$ cat config.mk
export PLATFORM = sky130hd
export DESIGN_NAME = uart_rx_ext
export DESIGN_NICKNAME = d
export VERILOG_FILES = /design/src/rtl/uart_pkg.sv /design/src/rtl/uart_rx_sync.sv /design/src/rtl/uart_rx_ext.sv
export SDC_FILE = /design/constraint.sdc
export NUM_CORES = 1
export LEC_CHECK = 0
export CORE_MARGIN = 2
export CORE_UTILIZATION = 40
export CTS_CLUSTER_SIZE = 8
export DETAILED_ROUTE_END_ITERATION = 6
export PLACE_DENSITY_LB_ADDON = 0.12
export SLEW_MARGIN = 20
export SYNTH_ARGS = -nofsm -noshare
export SYNTH_HDL_FRONTEND = slang
export SYNTH_SLANG_ARGS = --single-unit
$ cat constraint.sdc
create_clock -name clk -period 5.11 [get_ports clk]
set_input_delay 0.7665 -clock clk [delete_from_list [all_inputs] [get_ports clk]]
set_output_delay 0.7665 -clock clk [all_outputs]
set_load 0.05 [all_outputs]
$ cat src/rtl/uart_pkg.sv
// Shared UART receiver declarations: parity modes, RX FSM state encoding, parity helper.
// Declarations only; no latency or flow control of its own.
package uart_pkg;

  localparam int PARITY_NONE   = 0;
  localparam int PARITY_ODD    = 1;
  localparam int PARITY_EVEN   = 2;
  localparam int MAX_DATA_BITS = 9;

  typedef enum logic [2:0] {
    IDLE,
    START,
    DATA,
    PARITY,
    STOP,
    WAIT_HIGH
  } rx_state_t;

  function automatic logic parity_of(input logic [MAX_DATA_BITS-1:0] v);
    return ^v;
  endfunction

endpackage

$ cat src/rtl/uart_rx_sync.sv
// RX line 2-flop synchronizer plus 3-sample majority filter when UART_RX_MAJORITY_EN is defined.
// s lags serial by 2 clocks, s_filt is combinational over the s history; no flow control.
module uart_rx_sync (
  input  logic clk,
  input  logic rst_n,
  input  logic serial,
  output logic s,
  output logic s_filt
);

  logic meta_q;
  logic sync_q;

  always_ff @(posedge clk or negedge rst_n) begin
    if (!rst_n) begin
      meta_q <= 1'b1;
      sync_q <= 1'b1;
    end else begin
      meta_q <= serial;
      sync_q <= meta_q;
    end
  end

  assign s = sync_q;

`ifdef UART_RX_MAJORITY_EN
  // hist_q[0] is s one clock ago, hist_q[1] two clocks ago
  logic [1:0] hist_q;

  always_ff @(posedge clk or negedge rst_n) begin
    if (!rst_n) begin
      hist_q <= 2'b11;
    end else begin
      hist_q <= {hist_q[0], sync_q};
    end
  end

  assign s_filt = (sync_q & hist_q[0]) | (sync_q & hist_q[1]) | (hist_q[0] & hist_q[1]);
`else
  assign s_filt = sync_q;
`endif

endmodule

$ cat src/rtl/uart_rx_ext.sv
// Parametrised UART receiver (5-9 data bits, none/odd/even parity, 1-2 stop bits); UART_RX_MAJORITY_EN enables majority sampling.
// ready pulses 3+HALF_CLK+CLK_PER_BIT*frame_bits clocks after the start edge; no backpressure, data holds until the next good frame.
module uart_rx_ext
  import uart_pkg::*;
#(
  parameter int DATA_BIT_COUNT = 8,
  parameter int PARITY_MODE    = 0,
  parameter int STOP_BIT_COUNT = 1,
  parameter int CLK_PER_BIT    = 8
) (
  input  logic                      clk,
  input  logic                      rst_n,
  input  logic                      serial,
  output logic                      ready,
  output logic [DATA_BIT_COUNT-1:0] data,
  output logic                      parity_err,
  output logic                      frame_err,
  output logic                      busy
);

  localparam int HALF_CLK = (CLK_PER_BIT - 1) / 2;
  localparam int BW       = $clog2(DATA_BIT_COUNT + 1);
  localparam int BW1      = BW + 1;
  localparam int CW       = $clog2(CLK_PER_BIT);

  localparam logic [CW-1:0] CNT_LAST  = CW'(CLK_PER_BIT - 1);
  localparam logic [CW-1:0] CNT_HALF  = CW'(HALF_CLK);
  localparam logic [BW:0]   LAST_DATA = BW1'(DATA_BIT_COUNT - 1);
  localparam logic [BW:0]   LAST_STOP = BW1'(STOP_BIT_COUNT - 1);

  if (DATA_BIT_COUNT < 5 || DATA_BIT_COUNT > 9) begin : g_bad_data_bits
    $error("uart_rx_ext: DATA_BIT_COUNT must be 5..9");
  end
  if (PARITY_MODE < 0 || PARITY_MODE > 2) begin : g_bad_parity_mode
    $error("uart_rx_ext: PARITY_MODE must be 0, 1 or 2");
  end
  if (STOP_BIT_COUNT < 1 || STOP_BIT_COUNT > 2) begin : g_bad_stop_bits
    $error("uart_rx_ext: STOP_BIT_COUNT must be 1 or 2");
  end
  if (CLK_PER_BIT < 4) begin : g_bad_clk_per_bit
    $error("uart_rx_ext: CLK_PER_BIT must be at least 4");
  end

  logic s;
  logic s_filt;

  uart_rx_sync u_sync (
    .clk    (clk),
    .rst_n  (rst_n),
    .serial (serial),
    .s      (s),
    .s_filt (s_filt)
  );

  rx_state_t                 state_q, state_d;
  logic [CW-1:0]             clk_cnt_q, clk_cnt_d;
  logic [BW-1:0]             bit_idx_q, bit_idx_d;
  logic [DATA_BIT_COUNT-1:0] shreg_q, shreg_d;
  logic                      perr_pend_q, perr_pend_d;
  logic [DATA_BIT_COUNT-1:0] data_q, data_d;
  logic                      parity_err_q, parity_err_d;
  logic                      ready_q, ready_d;
  logic                      frame_err_q, frame_err_d;

  logic [MAX_DATA_BITS-1:0] shreg_ext;
  logic                     par_mismatch;
  logic                     tick;

  assign shreg_ext    = MAX_DATA_BITS'(shreg_q);
  assign par_mismatch = parity_of(shreg_ext) ^ s_filt ^ (PARITY_MODE == PARITY_ODD);
  assign tick         = (clk_cnt_q == CNT_LAST);

  always_ff @(posedge clk or negedge rst_n) begin
    if (!rst_n) begin
      state_q      <= IDLE;
      clk_cnt_q    <= '0;
      bit_idx_q    <= '0;
      shreg_q      <= '0;
      perr_pend_q  <= 1'b0;
      data_q       <= '0;
      parity_err_q <= 1'b0;
      ready_q      <= 1'b0;
      frame_err_q  <= 1'b0;
    end else begin
      state_q      <= state_d;
      clk_cnt_q    <= clk_cnt_d;
      bit_idx_q    <= bit_idx_d;
      shreg_q      <= shreg_d;
      perr_pend_q  <= perr_pend_d;
      data_q       <= data_d;
      parity_err_q <= parity_err_d;
      ready_q      <= ready_d;
      frame_err_q  <= frame_err_d;
    end
  end

  always_comb begin
    state_d      = state_q;
    clk_cnt_d    = clk_cnt_q;
    bit_idx_d    = bit_idx_q;
    shreg_d      = shreg_q;
    perr_pend_d  = perr_pend_q;
    data_d       = data_q;
    parity_err_d = parity_err_q;
    ready_d      = 1'b0;
    frame_err_d  = 1'b0;

    case (state_q)
      IDLE: begin
        clk_cnt_d = '0;
        bit_idx_d = '0;
        if (!s) state_d = START;
      end
      START: begin
        if (clk_cnt_q == CNT_HALF) begin
          clk_cnt_d = '0;
          state_d   = s_filt ? IDLE : DATA;
        end else begin
          clk_cnt_d = clk_cnt_q + CW'(1);
        end
      end
      DATA: begin
        if (tick) begin
          clk_cnt_d = '0;
          shreg_d   = {s_filt, shreg_q[DATA_BIT_COUNT-1:1]};
          bit_idx_d = bit_idx_q + BW'(1);
          if ({1'b0, bit_idx_q} == LAST_DATA) begin
            bit_idx_d = '0;
            state_d   = (PARITY_MODE != PARITY_NONE) ? PARITY : STOP;
          end
        end else begin
          clk_cnt_d = clk_cnt_q + CW'(1);
        end
      end
      PARITY: begin
        if (tick) begin
          clk_cnt_d   = '0;
          perr_pend_d = par_mismatch;
          state_d     = STOP;
        end else begin
          clk_cnt_d = clk_cnt_q + CW'(1);
        end
      end
      STOP: begin
        if (tick) begin
          clk_cnt_d = '0;
          if (!s_filt) begin
            frame_err_d = 1'b1;
            state_d     = WAIT_HIGH;
          end else if ({1'b0, bit_idx_q} == LAST_STOP) begin
            // Leaving mid-stop-bit is safe: the line is still high here.
            data_d       = shreg_q;
            parity_err_d = perr_pend_q;
            ready_d      = 1'b1;
            state_d      = IDLE;
          end else begin
            bit_idx_d = bit_idx_q + BW'(1);
          end
        end else begin
          clk_cnt_d = clk_cnt_q + CW'(1);
        end
      end
      WAIT_HIGH: begin
        if (s) state_d = IDLE;
      end
      default: begin
        state_d = IDLE;
      end
    endcase
  end

  assign ready      = ready_q;
  assign data       = data_q;
  assign parity_err = parity_err_q;
  assign frame_err  = frame_err_q;
  assign busy       = (state_q != IDLE);

endmodule

; Word level (Yosys, flattened, before mapping)
; Cells that the tools add are included.
[op_classes]
reduce_logical = 12
bitwise_logic = 1
eq_ne = 18
muxes = 27
add_sub_neg = 2
[ops]
columns = operator, count
row1 = two-way mux 3 bit, 11
row2 = two-way mux 4 bit, 5
row3 = case mux 3 bit (6 select lines), 1
row4 = "!= test 2 bit, second input constant", 7
row5 = case mux 4 bit (3 select lines), 1
row6 = "equality test 3 x 2 -> 1 bit, second input constant", 3
row7 = "equality test 3 bit, second input constant", 3
row8 = case mux 3 bit (3 select lines), 1
row9 = nonzero test 3 bit, 3
row10 = parity 9 bit, 1
row11 = AND reduction 8 bit, 1
row12 = two-way mux 1 bit, 7
row13 = AND reduction 5 bit, 1
row14 = "adder 4 x 1 -> 4 bit, second input constant", 1
row15 = "equality test 4 x 3 -> 1 bit, second input constant", 1
row16 = zero test 4 bit, 1
row17 = "!= test 2 x 1 -> 1 bit, second input constant", 2
row18 = AND reduction 2 bit, 2
row19 = AND reduction 4 bit, 1
row20 = "adder 3 x 1 -> 3 bit, second input constant", 1
row21 = "equality test 3 x 1 -> 1 bit, second input constant", 1
row22 = zero test 3 bit, 1
row23 = "!= test 3 bit, second input constant", 1
row24 = OR reduction 3 bit, 1
row25 = other kinds (2), 2
[word_totals]
reg_bits = 32
output_inout_bits = 12

; Logic depth before layout (Yosys ltp)
; Gate-level depths: netlist (run 1).
[depth]
depth_word = 5
mapped_depth = 6

; Cells and area by module
; A second synthesis (run 1) with hierarchy kept.
[hier_totals]
cells_unflattened = 134
area_unflattened_um2 = 1652.8
[modules_own_cells]
columns = module, seq_area_each_um2, area_per_inst_um2, cells_each, instances
row1 = uart_rx_ext, 750.7, 1592.8, 131, 1
row2 = uart_rx_sync, 52.6, 60.1, 3, 1

; Least setup slack after synthesis (run 1)
; OpenSTA, ideal clock, no wires.
[synth_path]
path_type = reg-to-output
startpoint = register state_q[1]
endpoint = output busy
stages_incl_launch_ff = 3
arrival_ps = 1158
slack_ps = 3186
n_path_buf = 1
cell_sequence = dfrtp_1 > buf_2 > or3_1
[synth_via]
elab_chain_cells = 1
[synth_lines]
columns = element, line
row1 = from (decl), uart_rx_ext.sv:55  ; rx_state_t state_q, state_d;
row2 = from (signal assigned), uart_rx_ext.sv:85  ; state_q <= state_d;
row3 = nonzero test 3 bit, uart_rx_ext.sv:176  ; assign busy = (state_q != IDLE);
row4 = to (decl), uart_rx_ext.sv:18  ; output logic busy
; No other way between the ends.

; Worst setup path after layout (run 1)
; Same ends and word-level chain as after synthesis.

==> reports/qor.txt, run 1 <==
RUN STATUS
--------------------------------------------------------------------------
Status                                                        finished clean

LOGIC SYNTHESIS
--------------------------------------------------------------------------
Cell type with the largest total area after synthesis         sky130_fd_sc_hd__dfrtp_1
Main combinational cell family by area after synthesis        multiplexers
Sequential element share of the synthesized area                    49.69%
Synthesized-area fraction occupied by and/or/nand/nor cells         12.93%
Post-synthesis instance area                                  0.001617 mm2
XOR/XNOR Fraction of Synth Area                                     5.186%
Post-synthesis async set-or-reset flop share                        100.0%
#FFs+latches synth                                                      32
Synthesized net count                                                  140
Area contributors post-synth                                  sky130_fd_sc_hd__dfrtp_1 (46%), sky130_fd_sc_hd__mux2_2 (9.1%), sky130_fd_sc_hd__mux2_4 (8.4%)
Post-synthesis cell count                                              131
Yosys warnings                                                           0
Share of Yosys cell area claimed by the top area cell type          46.44%
Number of flops mapped to enable cells by yosys                          0
Post-Synthesis Mean Instance Area                                12.34 um2
Share of cell area taken by muxes after synthesis                   17.41%
Distinct cell type count after synthesis                                33
Synth Area in Compound Gates                                        6.115%
Most instantiated flip-flop cell in the synthesis netlist     sky130_fd_sc_hd__dfrtp_1
Synth Area in Adders                                                4.644%

FLOORPLAN
--------------------------------------------------------------------------
Die span in y                                                     67.57 um
Std-Cell Core Area                                            0.003943 mm2
Placement row count                                                     23
Effective utilization at floorplan                                  41.00%
Die width                                                         67.57 um
Count of pins on the block boundary                                     15
Total die area                                                0.004566 mm2

STA
--------------------------------------------------------------------------
Setup Skew                                                     0.006004 ns
Slew @ Worst Pin                                                 0.6286 ns
Final critical-path share of the clock period                       53.04%
Total count of hold-check failures in the final report                   0
Final max-slew violation count                                           0
Worst-case setup margin in the final layout                       2.400 ns
Highest clock frequency the design can meet                     0.3690 GHz
Setup TNS after final layout                                          0 ns
RSZ-0062 raised after global routing                                 false
Final setup violation count                                              0
Headroom to the max-slew limit                                      58.10%
Post-layout min period                                            2.710 ns

FINAL LAYOUT
--------------------------------------------------------------------------
Fraction of layout instances using a drive strength above 1         23.65%
Final-stage net count                                                  156
Relative area change from synthesis to final layout                 16.33%
Core occupancy in the finished layout                               47.70%
Antenna cell count                                                       0
Number of filler instances in the final layout                         345
Summed area of non-filler cells in the final layout           0.001881 mm2

DETAILED ROUTING
--------------------------------------------------------------------------
Detailed router's first-iteration violation count                       35
DR pass1 iterations                                                      2
Avg Vias per Cell                                                    5.045
DR WL/cell                                                        13.74 um
DRC violations left                                                      0
Overall routed net length                                          2721 um
Post-route antenna net violation count                                   0
DR vias                                                                999

PLACEMENT
--------------------------------------------------------------------------
Number of port buffers                                                  14
Half-perimeter wire length after detailed placement                1843 um
Placement-stage worst setup slack                                 2.706 ns
Final RePlAce weighted congestion                                   0.8172
Standard cell area after detailed placement                   0.001788 mm2

CLOCK TREE
--------------------------------------------------------------------------
H-tree level count                                                       2
Post-CTS setup buffer count                                              0
Root buffer cell                                              sky130_fd_sc_hd__clkbuf_8
CTS tree                                                              done
Worst-case clock buffer depth                                            2
CTS clock-pin slew for the worst setup and hold paths              0.07 ns
TritonCTS Sinks                                                         32
Post-cts repair resize count                                             0
Number of buffers inserted by hold repair at cts                         0
Clock insertion delay at the later pin of the skew report          0.28 ns
Number of clock buffers inserted by TritonCTS                            5

GLOBAL ROUTING
--------------------------------------------------------------------------
Vias in the first global route                                        1049
Antenna violations before repair                                         0
Overall track demand over capacity in global routing                14.47%
Remaining Overflow, GRT                                                  0
First-pass GRT wire length                                         4740 um
Pin count of the biggest net entering global routing                    33

WORST SETUP PATH
--------------------------------------------------------------------------
Data required, critical path                                       4.34 ns
Endpoint class of the critical path                            output port
Crit path max fanout                                                    17
Critical Path Start Type                                         flip-flop
Data arrival time of the critical path                             1.94 ns
Type of the worst setup path                                    reg -> out

WORST HOLD PATH
--------------------------------------------------------------------------
Hold Path Class                                                 reg -> reg

RUN
--------------------------------------------------------------------------
MaxCap Viol Count                                                        0

POWER
--------------------------------------------------------------------------
Worst voltage drop across the vdd grid                            189.1 uV
Overall power of the completed layout                             679.3 uW
Total power divided by cell area                              361.2 mW/mm2
Leakage power total                                           0.0008915 uW

## area by class of cell
cell class	instances	area [um2]	share of cell area (%)
flip-flops and latches	32	803.3	42.71
multi-input cells	86	748.2	39.79
repair buffers	15	147.6	7.851
clock buffers	6	82.58	4.391
well taps	50	62.56	3.327
inverters	7	26.28	1.397
clock inverters	2	10.01	0.5323
## kinds of logic (layout without fill, tap and decap cells)
logic type / Yosys count / in the layout
fa+ha+maj: 6 / 6
xor+xnor: 8 / 8
mux: 22 / 22
flops: 32 / 32
simple gates: 35 / 35
compound gates: 15 / 15
buf+inv: 13 / 30
## worst paths after layout
kind | slack (ns) | depth (start not counted) | to | from
worst max-delay path | 2.40 | 2 | busy | state_q[1]$_DFFE_PN0P_
max in group asynchronous | 3.89 | 2 | u_sync.s$_DFF_PN1_ | rst_n
worst min register to register | 0.37 | 0 | u_sync.s$_DFF_PN1_ | u_sync.meta_q$_DFF_PN1_
worst min-delay path | 0.37 | 0 | u_sync.s$_DFF_PN1_ | u_sync.meta_q$_DFF_PN1_
worst max register to register | 2.85 | 6 | state_q[2]$_DFFE_PN0P_ | clk_cnt_q[0]$_DFFE_PN0P_
min in group asynchronous | 0.89 | 2 | shreg_q[3]$_DFFE_PN0P_ | rst_n
## worst max-delay path, cell delays in order (launching register included)
cell and delay (ns):
sky130_fd_sc_hd__dfrtp_1 0.55, sky130_fd_sc_hd__or3_1 0.41, sky130_fd_sc_hd__clkdlybuf4s50_1 0.71
## layer usage
| layer | global-route usage (%) | wire length, um |
|---|---|---|
| met1 | 16.89 | 1264 |
| met2 | 23.65 | 1328 |
| met3 | 5.000 | 84 |
| met4 | 6.888 | 43 |
| met5 | 0 | 0 |
## power by group
group	leakage, uW	internal, uW	switching [uW]
logic	0.000405	79.6	93.0
registers	0.000435	273	33.4
clock network	0.0000510	107	92.4
total	0.000892	460	219
## cell usage after synthesis, types with 2 or more instances
cell / instances
sky130_fd_sc_hd__a21oi_1: 3
sky130_fd_sc_hd__and3_1: 2
sky130_fd_sc_hd__buf_2: 4
sky130_fd_sc_hd__dfrtp_1: 30
sky130_fd_sc_hd__dfstp_2: 2
sky130_fd_sc_hd__ha_1: 6
sky130_fd_sc_hd__inv_1: 7
sky130_fd_sc_hd__mux2_2: 13
sky130_fd_sc_hd__mux2_4: 9
sky130_fd_sc_hd__nand2_1: 4
sky130_fd_sc_hd__nand2b_1: 5
sky130_fd_sc_hd__nand3_1: 4
sky130_fd_sc_hd__nor2_1: 3
sky130_fd_sc_hd__nor2b_1: 3
sky130_fd_sc_hd__nor3_1: 2
sky130_fd_sc_hd__nor3b_1: 4
sky130_fd_sc_hd__o21ai_0: 6
sky130_fd_sc_hd__or3_1: 3
sky130_fd_sc_hd__xnor2_1: 7
## sequential cells by signal (all words and copies together) (netlist names), 3 cells and up
register	cells
clk_cnt_q	3
shreg_q	8
bit_idx_q	4
state_q	3
data	8
## layout by cell type (no fill, tap or decap), drive strengths merged
master         netlist  final
clkbuf               0      6
o31ai                1      1
or3                  3      3
and3b                1      1
nand3                4      4
nor2                 3      3
nor3                 2      2
o21ai                6      6
xnor2                7      7
xnor3                1      1
a21oi                3      3
nand3b               1      1
buf                  6      1
a32oi                1      1
ha                   6      6
a22o                 1      1
dfstp                2      2
a221o                1      1
nor2b                3      3
o2111a               1      1
nand2                4      4
or4                  1      1
a211oi               1      1
nor3b                4      4
clkinv               0      2
mux2                22     22
inv                  7      7
clkdlybuf4s50        0     14
and3                 2      2
or2                  1      1
dfrtp               30     30
or3b                 1      1
nand2b               5      5
## metrics by stage
stage          hold WS (ns)  cells
2_1_floorplan        0.3452    131
3_3_place_gp         0.3473    190
3_5_place_dp         0.3478    190
4_1_cts              0.3662    198
5_1_grt              0.3779    198
6_report             0.3681    198
No activity file was read; power rests on OpenSTA's default activity.
==> inputs of run 2 (changes only) <==
==> constraint.sdc (replaced) <==
create_clock -name clk -period 2.6 [get_ports clk]
set_input_delay 0.39 -clock clk [delete_from_list [all_inputs] [get_ports clk]]
set_output_delay 0.39 -clock clk [all_outputs]
set_load 0.05 [all_outputs]
==> reports/qor.txt, run 2 (synthesized netlist as in run 1, its figures left out) <==
STA
--------------------------------------------------------------------------
Final max-slew violation count                                           0
Highest clock frequency the design can meet                     0.4348 GHz
Final critical-path share of the clock period                       88.45%
Setup Skew                                                     0.006009 ns
Post-layout min period                                            2.300 ns
Total count of hold-check failures in the final report                   0
Setup TNS after final layout                                          0 ns
Slew @ Worst Pin                                                 0.5665 ns
RSZ-0062 raised after global routing                                 false
Hold_ws                                                          0.3541 ns
Final setup violation count                                              0
Headroom to the max-slew limit                                      62.23%

RUN
--------------------------------------------------------------------------
MaxCap Viol Count                                                        0

DETAILED ROUTING
--------------------------------------------------------------------------
Detailed router's first-iteration violation count                       91
DRC violations left                                                      0
DR vias                                                               1033
Post-route antenna net violation count                                   0
DR WL/cell                                                        13.79 um
Avg Vias per Cell                                                    5.165
Overall routed net length                                          2758 um
DR pass1 iterations                                                      4

FLOORPLAN
--------------------------------------------------------------------------
Std-Cell Core Area                                            0.003943 mm2
Placement row count                                                     23
Effective utilization at floorplan                                  41.00%
Die width                                                         67.57 um
Count of pins on the block boundary                                     15
Total die area                                                0.004566 mm2
Die span in y                                                     67.57 um

WORST SETUP PATH
--------------------------------------------------------------------------
Data arrival time of the critical path                             1.91 ns
Type of the worst setup path                                    reg -> out
Data required, critical path                                       2.21 ns
Critical Path Start Type                                         flip-flop
Endpoint class of the critical path                            output port
Crit path max fanout                                                    13

FINAL LAYOUT
--------------------------------------------------------------------------
Number of filler instances in the final layout                         351
Fraction of layout instances using a drive strength above 1         24.00%
Final-stage net count                                                  158
Antenna cell count                                                       0
Leading cell types in the layout, fill and taps excluded      sky130_fd_sc_hd__dfrtp_1 (30), sky130_fd_sc_hd__clkdlybuf4s50_1 (14), sky130_fd_sc_hd__mux2_2 (13)
Relative area change from synthesis to final layout                 18.19%
Most common cell after layout, fill and taps aside            sky130_fd_sc_hd__dfrtp_1

CLOCK TREE
--------------------------------------------------------------------------
Post-cts repair resize count                                             0
Worst-case clock buffer depth                                            2
TritonCTS Sinks                                                         32
Number of clock buffers inserted by TritonCTS                            5
CTS clock-pin slew for the worst setup and hold paths              0.06 ns
Clock insertion delay at the later pin of the skew report          0.29 ns
H-tree level count                                                       2
CTS tree                                                              done
Number of buffers inserted by hold repair at cts                         0
Root buffer cell                                              sky130_fd_sc_hd__clkbuf_8
Post-CTS setup buffer count                                              0

GLOBAL ROUTING
--------------------------------------------------------------------------
First-pass GRT wire length                                         4692 um
Antenna violations before repair                                         0
Overall track demand over capacity in global routing                14.21%
Pin count of the biggest net entering global routing                    33
Vias in the first global route                                         990
Remaining Overflow, GRT                                                  0

POWER
--------------------------------------------------------------------------
Leakage power total                                           0.0009057 uW
Worst voltage drop across the vdd grid                            461.2 uV
Total power divided by cell area                              755.9 mW/mm2

PLACEMENT
--------------------------------------------------------------------------
Half-perimeter wire length after detailed placement                1916 um
Final RePlAce weighted congestion                                   0.7303
Number of port buffers                                                  14

RUN STATUS
--------------------------------------------------------------------------
Status                                                        finished clean

WORST HOLD PATH
--------------------------------------------------------------------------
Hold Path Class                                                 reg -> reg

run 2: cell count changes in the layout (fill, tap and decap cells not counted), sizes merged:
cell	before	now
buf	1	3
bufinv	0	1
clkinv	2	1
run 2: final cells by class:
type                            instances  area [um2]  share of cell area [%]
Tap cell                               50       62.56                   3.274
Multi-Input combinational cell         86       748.2                   39.16
Inverter                                7       26.28                   1.375
Clock buffer                            6       72.57                   3.798
Clock inverter                          2       35.03                   1.834
Sequential cell                        32       803.3                   42.04
Timing Repair Buffer                   17       162.7                   8.513
run 2: path summary, 6_finish.rpt:
check                                    startpoint                       to  slack [ns]  cells past startpoint
hold / removal              u_sync.meta_q$_DFF_PN1_       u_sync.s$_DFF_PN1_        0.35                      0
max in group asynchronous                     rst_n  u_sync.meta_q$_DFF_PN1_        1.77                      2
hold reg to reg             u_sync.meta_q$_DFF_PN1_       u_sync.s$_DFF_PN1_        0.35                      0
min in group asynchronous                     rst_n      data[6]$_DFFE_PN0P_        0.49                      2
setup reg to reg           clk_cnt_q[0]$_DFFE_PN0P_   parity_err$_DFFE_PN0P_        0.50                      5
setup / recovery             state_q[0]$_DFFE_PN0P_                     busy        0.30                      2
run 2: stage by stage:
stage / setup slack, ns / cells / power, uW / utilization, % / cell area [um2]
floorplan: 0.7095 / 131 / 874.3 / - / 1617
finish: 0.3003 / 200 / 1444 / 48.46 / 1911
global placement: 0.5279 / 192 / 973.4 / 45.73 / 1803
detailed placement: 0.4793 / 192 / 984.2 / 45.73 / 1803
global route: 0.2264 / 200 / 1536 / 48.46 / 1911
CTS: 0.2863 / 200 / 1460 / 48.46 / 1911
run 2: worst max-delay path, cell delays in order (launching register included):
cell	delay, ns
sky130_fd_sc_hd__dfrtp_1	0.51
sky130_fd_sc_hd__or3_1	0.41
sky130_fd_sc_hd__clkdlybuf4s50_1	0.70
run 2: layer usage:
layer  wire, um  global-route usage (%)  vias to the layer above
li1           -                       -                      493
met1       1271                   17.59                      510
met2       1296                   21.81                       22
met3        121                   4.667                        8
met4         68                   7.653                        0
met5          0                       0                        -
run 2: where the power goes:
part | internal [uW] | switching (uW)
logic | 175 | 201
registers | 538 | 61.3
clock network | 284 | 185
==> inputs of run 3 (changes only) <==
--- a/config.mk
+++ b/config.mk
@@ -6,7 +6,7 @@
 export NUM_CORES = 1
 export LEC_CHECK = 0
 export CORE_MARGIN = 2
-export CORE_UTILIZATION = 40
+export CORE_UTILIZATION = 56
 export CTS_CLUSTER_SIZE = 8
 export DETAILED_ROUTE_END_ITERATION = 6
 export PLACE_DENSITY_LB_ADDON = 0.12
==> reports/qor.txt, run 3 (synthesized netlist as in run 1, its figures left out) <==
WORST SETUP PATH
--------------------------------------------------------------------------------
Endpoint class of the critical path                                  output port
Critical Path Start Type                                               flip-flop
Cell type group with the largest total delay on the critical path   buffers and inverters
Data required, critical path                                             2.21 ns
Crit path max fanout                                                          13
Highest-delay cell along the critical path                          sky130_fd_sc_hd__clkdlybuf4s50_1
Delay of the slowest critical-path stage                                 0.70 ns
Cell-by-cell listing of the critical path                           or3_1 -> clkdlybuf4s50_1
Buffers & Inverters on Critical Path                                           1
Type of the worst setup path                                          reg -> out
Data arrival time of the critical path                                   1.97 ns

CLOCK TREE
--------------------------------------------------------------------------------
Number of clock buffers inserted by TritonCTS                                  5
H-tree level count                                                             2
CTS tree                                                                    done
Post-cts repair resize count                                                   0
CTS clock-pin slew for the worst setup and hold paths                    0.09 ns
Clock insertion delay at the later pin of the skew report                0.33 ns
Number of buffers inserted by hold repair at cts                               0
Worst-case clock buffer depth                                                  2
Root buffer cell                                                    sky130_fd_sc_hd__clkbuf_4
TritonCTS Sinks                                                               32
Post-CTS setup buffer count                                                    0

STA
--------------------------------------------------------------------------------
Headroom to the max-slew limit                                            59.59%
Highest clock frequency the design can meet                           0.4242 GHz
Post-layout min period                                                  2.357 ns
Final max-slew violation count                                                 0
Total count of hold-check failures in the final report                         0
Setup TNS after final layout                                                0 ns
Slew @ Worst Pin                                                       0.6061 ns
Final critical-path share of the clock period                             90.67%
Setup Skew                                                           0.008285 ns
RSZ-0062 raised after global routing                                       false
Final setup violation count                                                    0
Hold_ws                                                                0.3632 ns

GLOBAL ROUTING
--------------------------------------------------------------------------------
Vias in the first global route                                              1012
Remaining Overflow, GRT                                                        0
Overall track demand over capacity in global routing                      18.69%
Antenna violations before repair                                               0
First-pass GRT wire length                                               4650 um
Pin count of the biggest net entering global routing                          33

PLACEMENT
--------------------------------------------------------------------------------
Number of cells after detailed placement                                     173
Standard cell area after detailed placement                         0.001779 mm2
Final RePlAce weighted congestion                                         0.7650
Half-perimeter wire length after detailed placement                      1904 um
Number of port buffers                                                        14

FLOORPLAN
--------------------------------------------------------------------------------
Std-Cell Core Area                                                  0.002758 mm2
Total die area                                                      0.003332 mm2
Effective utilization at floorplan                                        58.62%
Placement row count                                                           19
Die width                                                               57.73 um
Die span in y                                                           57.73 um
Count of pins on the block boundary                                           15

DETAILED ROUTING
--------------------------------------------------------------------------------
Post-route antenna net violation count                                         0
DRC violations left                                                            0
DR vias                                                                     1035
Overall routed net length                                                2733 um
DR WL/cell                                                              15.10 um
DR pass1 iterations                                                            4
Avg Vias per Cell                                                          5.718
Detailed router's first-iteration violation count                             33

RUN
--------------------------------------------------------------------------------
MaxCap Viol Count                                                              0

FINAL LAYOUT
--------------------------------------------------------------------------------
Fraction of layout instances using a drive strength above 1               24.00%
Relative area change from synthesis to final layout                       14.32%
Antenna cell count                                                             0
Final-stage net count                                                        158
Summed area of non-filler cells in the final layout                 0.001848 mm2
Most common cell after layout, fill and taps aside                  sky130_fd_sc_hd__dfrtp_1
Leading cell types in the layout, fill and taps excluded            sky130_fd_sc_hd__dfrtp_1 (30), sky130_fd_sc_hd__clkdlybuf4s50_1 (14), sky130_fd_sc_hd__mux2_2 (13)
Final Instance Count excl. Fillers                                           181

POWER
--------------------------------------------------------------------------------
Total power divided by cell area                                    698.0 mW/mm2
Worst voltage drop across the vdd grid                                  716.0 uV
Overall power of the completed layout                                    1290 uW
Leakage power total                                                 0.0008892 uW

RUN STATUS
--------------------------------------------------------------------------------
Status                                                              finished clean

WORST HOLD PATH
--------------------------------------------------------------------------------
Hold Path Class                                                       reg -> reg

## run 3: cell count changes in the layout (fill, tap and decap cells not counted), sizes merged
cell    delta
clkbuf     +2
bufinv     -1
clkinv     -1
## run 3: path summary, 6_finish.rpt
check / startpoint / end / slack (ns) / cells past startpoint
worst max-delay path: state_q[0]$_DFFE_PN0P_ / busy / 0.24 / 2
min in group asynchronous: rst_n / state_q[1]$_DFFE_PN0P_ / 0.44 / 2
max in group asynchronous: rst_n / u_sync.meta_q$_DFF_PN1_ / 1.83 / 2
worst min-delay path: u_sync.meta_q$_DFF_PN1_ / u_sync.s$_DFF_PN1_ / 0.36 / 0
worst min register to register: u_sync.meta_q$_DFF_PN1_ / u_sync.s$_DFF_PN1_ / 0.36 / 0
worst max register to register: clk_cnt_q[0]$_DFFE_PN0P_ / data[6]$_DFFE_PN0P_ / 0.40 / 5
## run 3: routing by layer
layer | up-vias | GRT usage, % | wire length [um]
li1 | 491 | - | -
met1 | 512 | 25.19 | 1242
met2 | 25 | 28.08 | 1323
met3 | 7 | 6.696 | 130
met4 | 0 | 6.645 | 37
met5 | - | 0 | 0
## run 3: worst reg2reg max path, stage by stage (launching register included)
cell and delay [ns]:
sky130_fd_sc_hd__dfrtp_1 0.39, sky130_fd_sc_hd__ha_1 0.22, sky130_fd_sc_hd__ha_1 0.29, sky130_fd_sc_hd__nand3_1 0.13
sky130_fd_sc_hd__or3_1 0.64, sky130_fd_sc_hd__mux2_4 0.40
## run 3: power by group
part | internal (uW) | switching, uW
clock | 159 | 164
sequential | 537 | 58.6
combinational | 173 | 198
total | 869 | 421
## run 3: layout make-up
cell class / count / area [um2]
Tap cell: 31 / 38.79
Multi-Input combinational cell: 86 / 748.2
Fill cell: 211 / 909.6
Sequential cell: 32 / 803.3
Clock buffer: 8 / 68.82
Timing Repair Buffer: 17 / 162.7
Inverter: 7 / 26.28
## run 3: through the flow
step	setup WS [ns]	util [%]
final	0.2427	67.01
after global routing	0.1515	67.01
after CTS	0.2332	67.01
after detailed placement	0.4358	64.52
after global placement	0.5309	64.52
after floorplan	0.7095	-
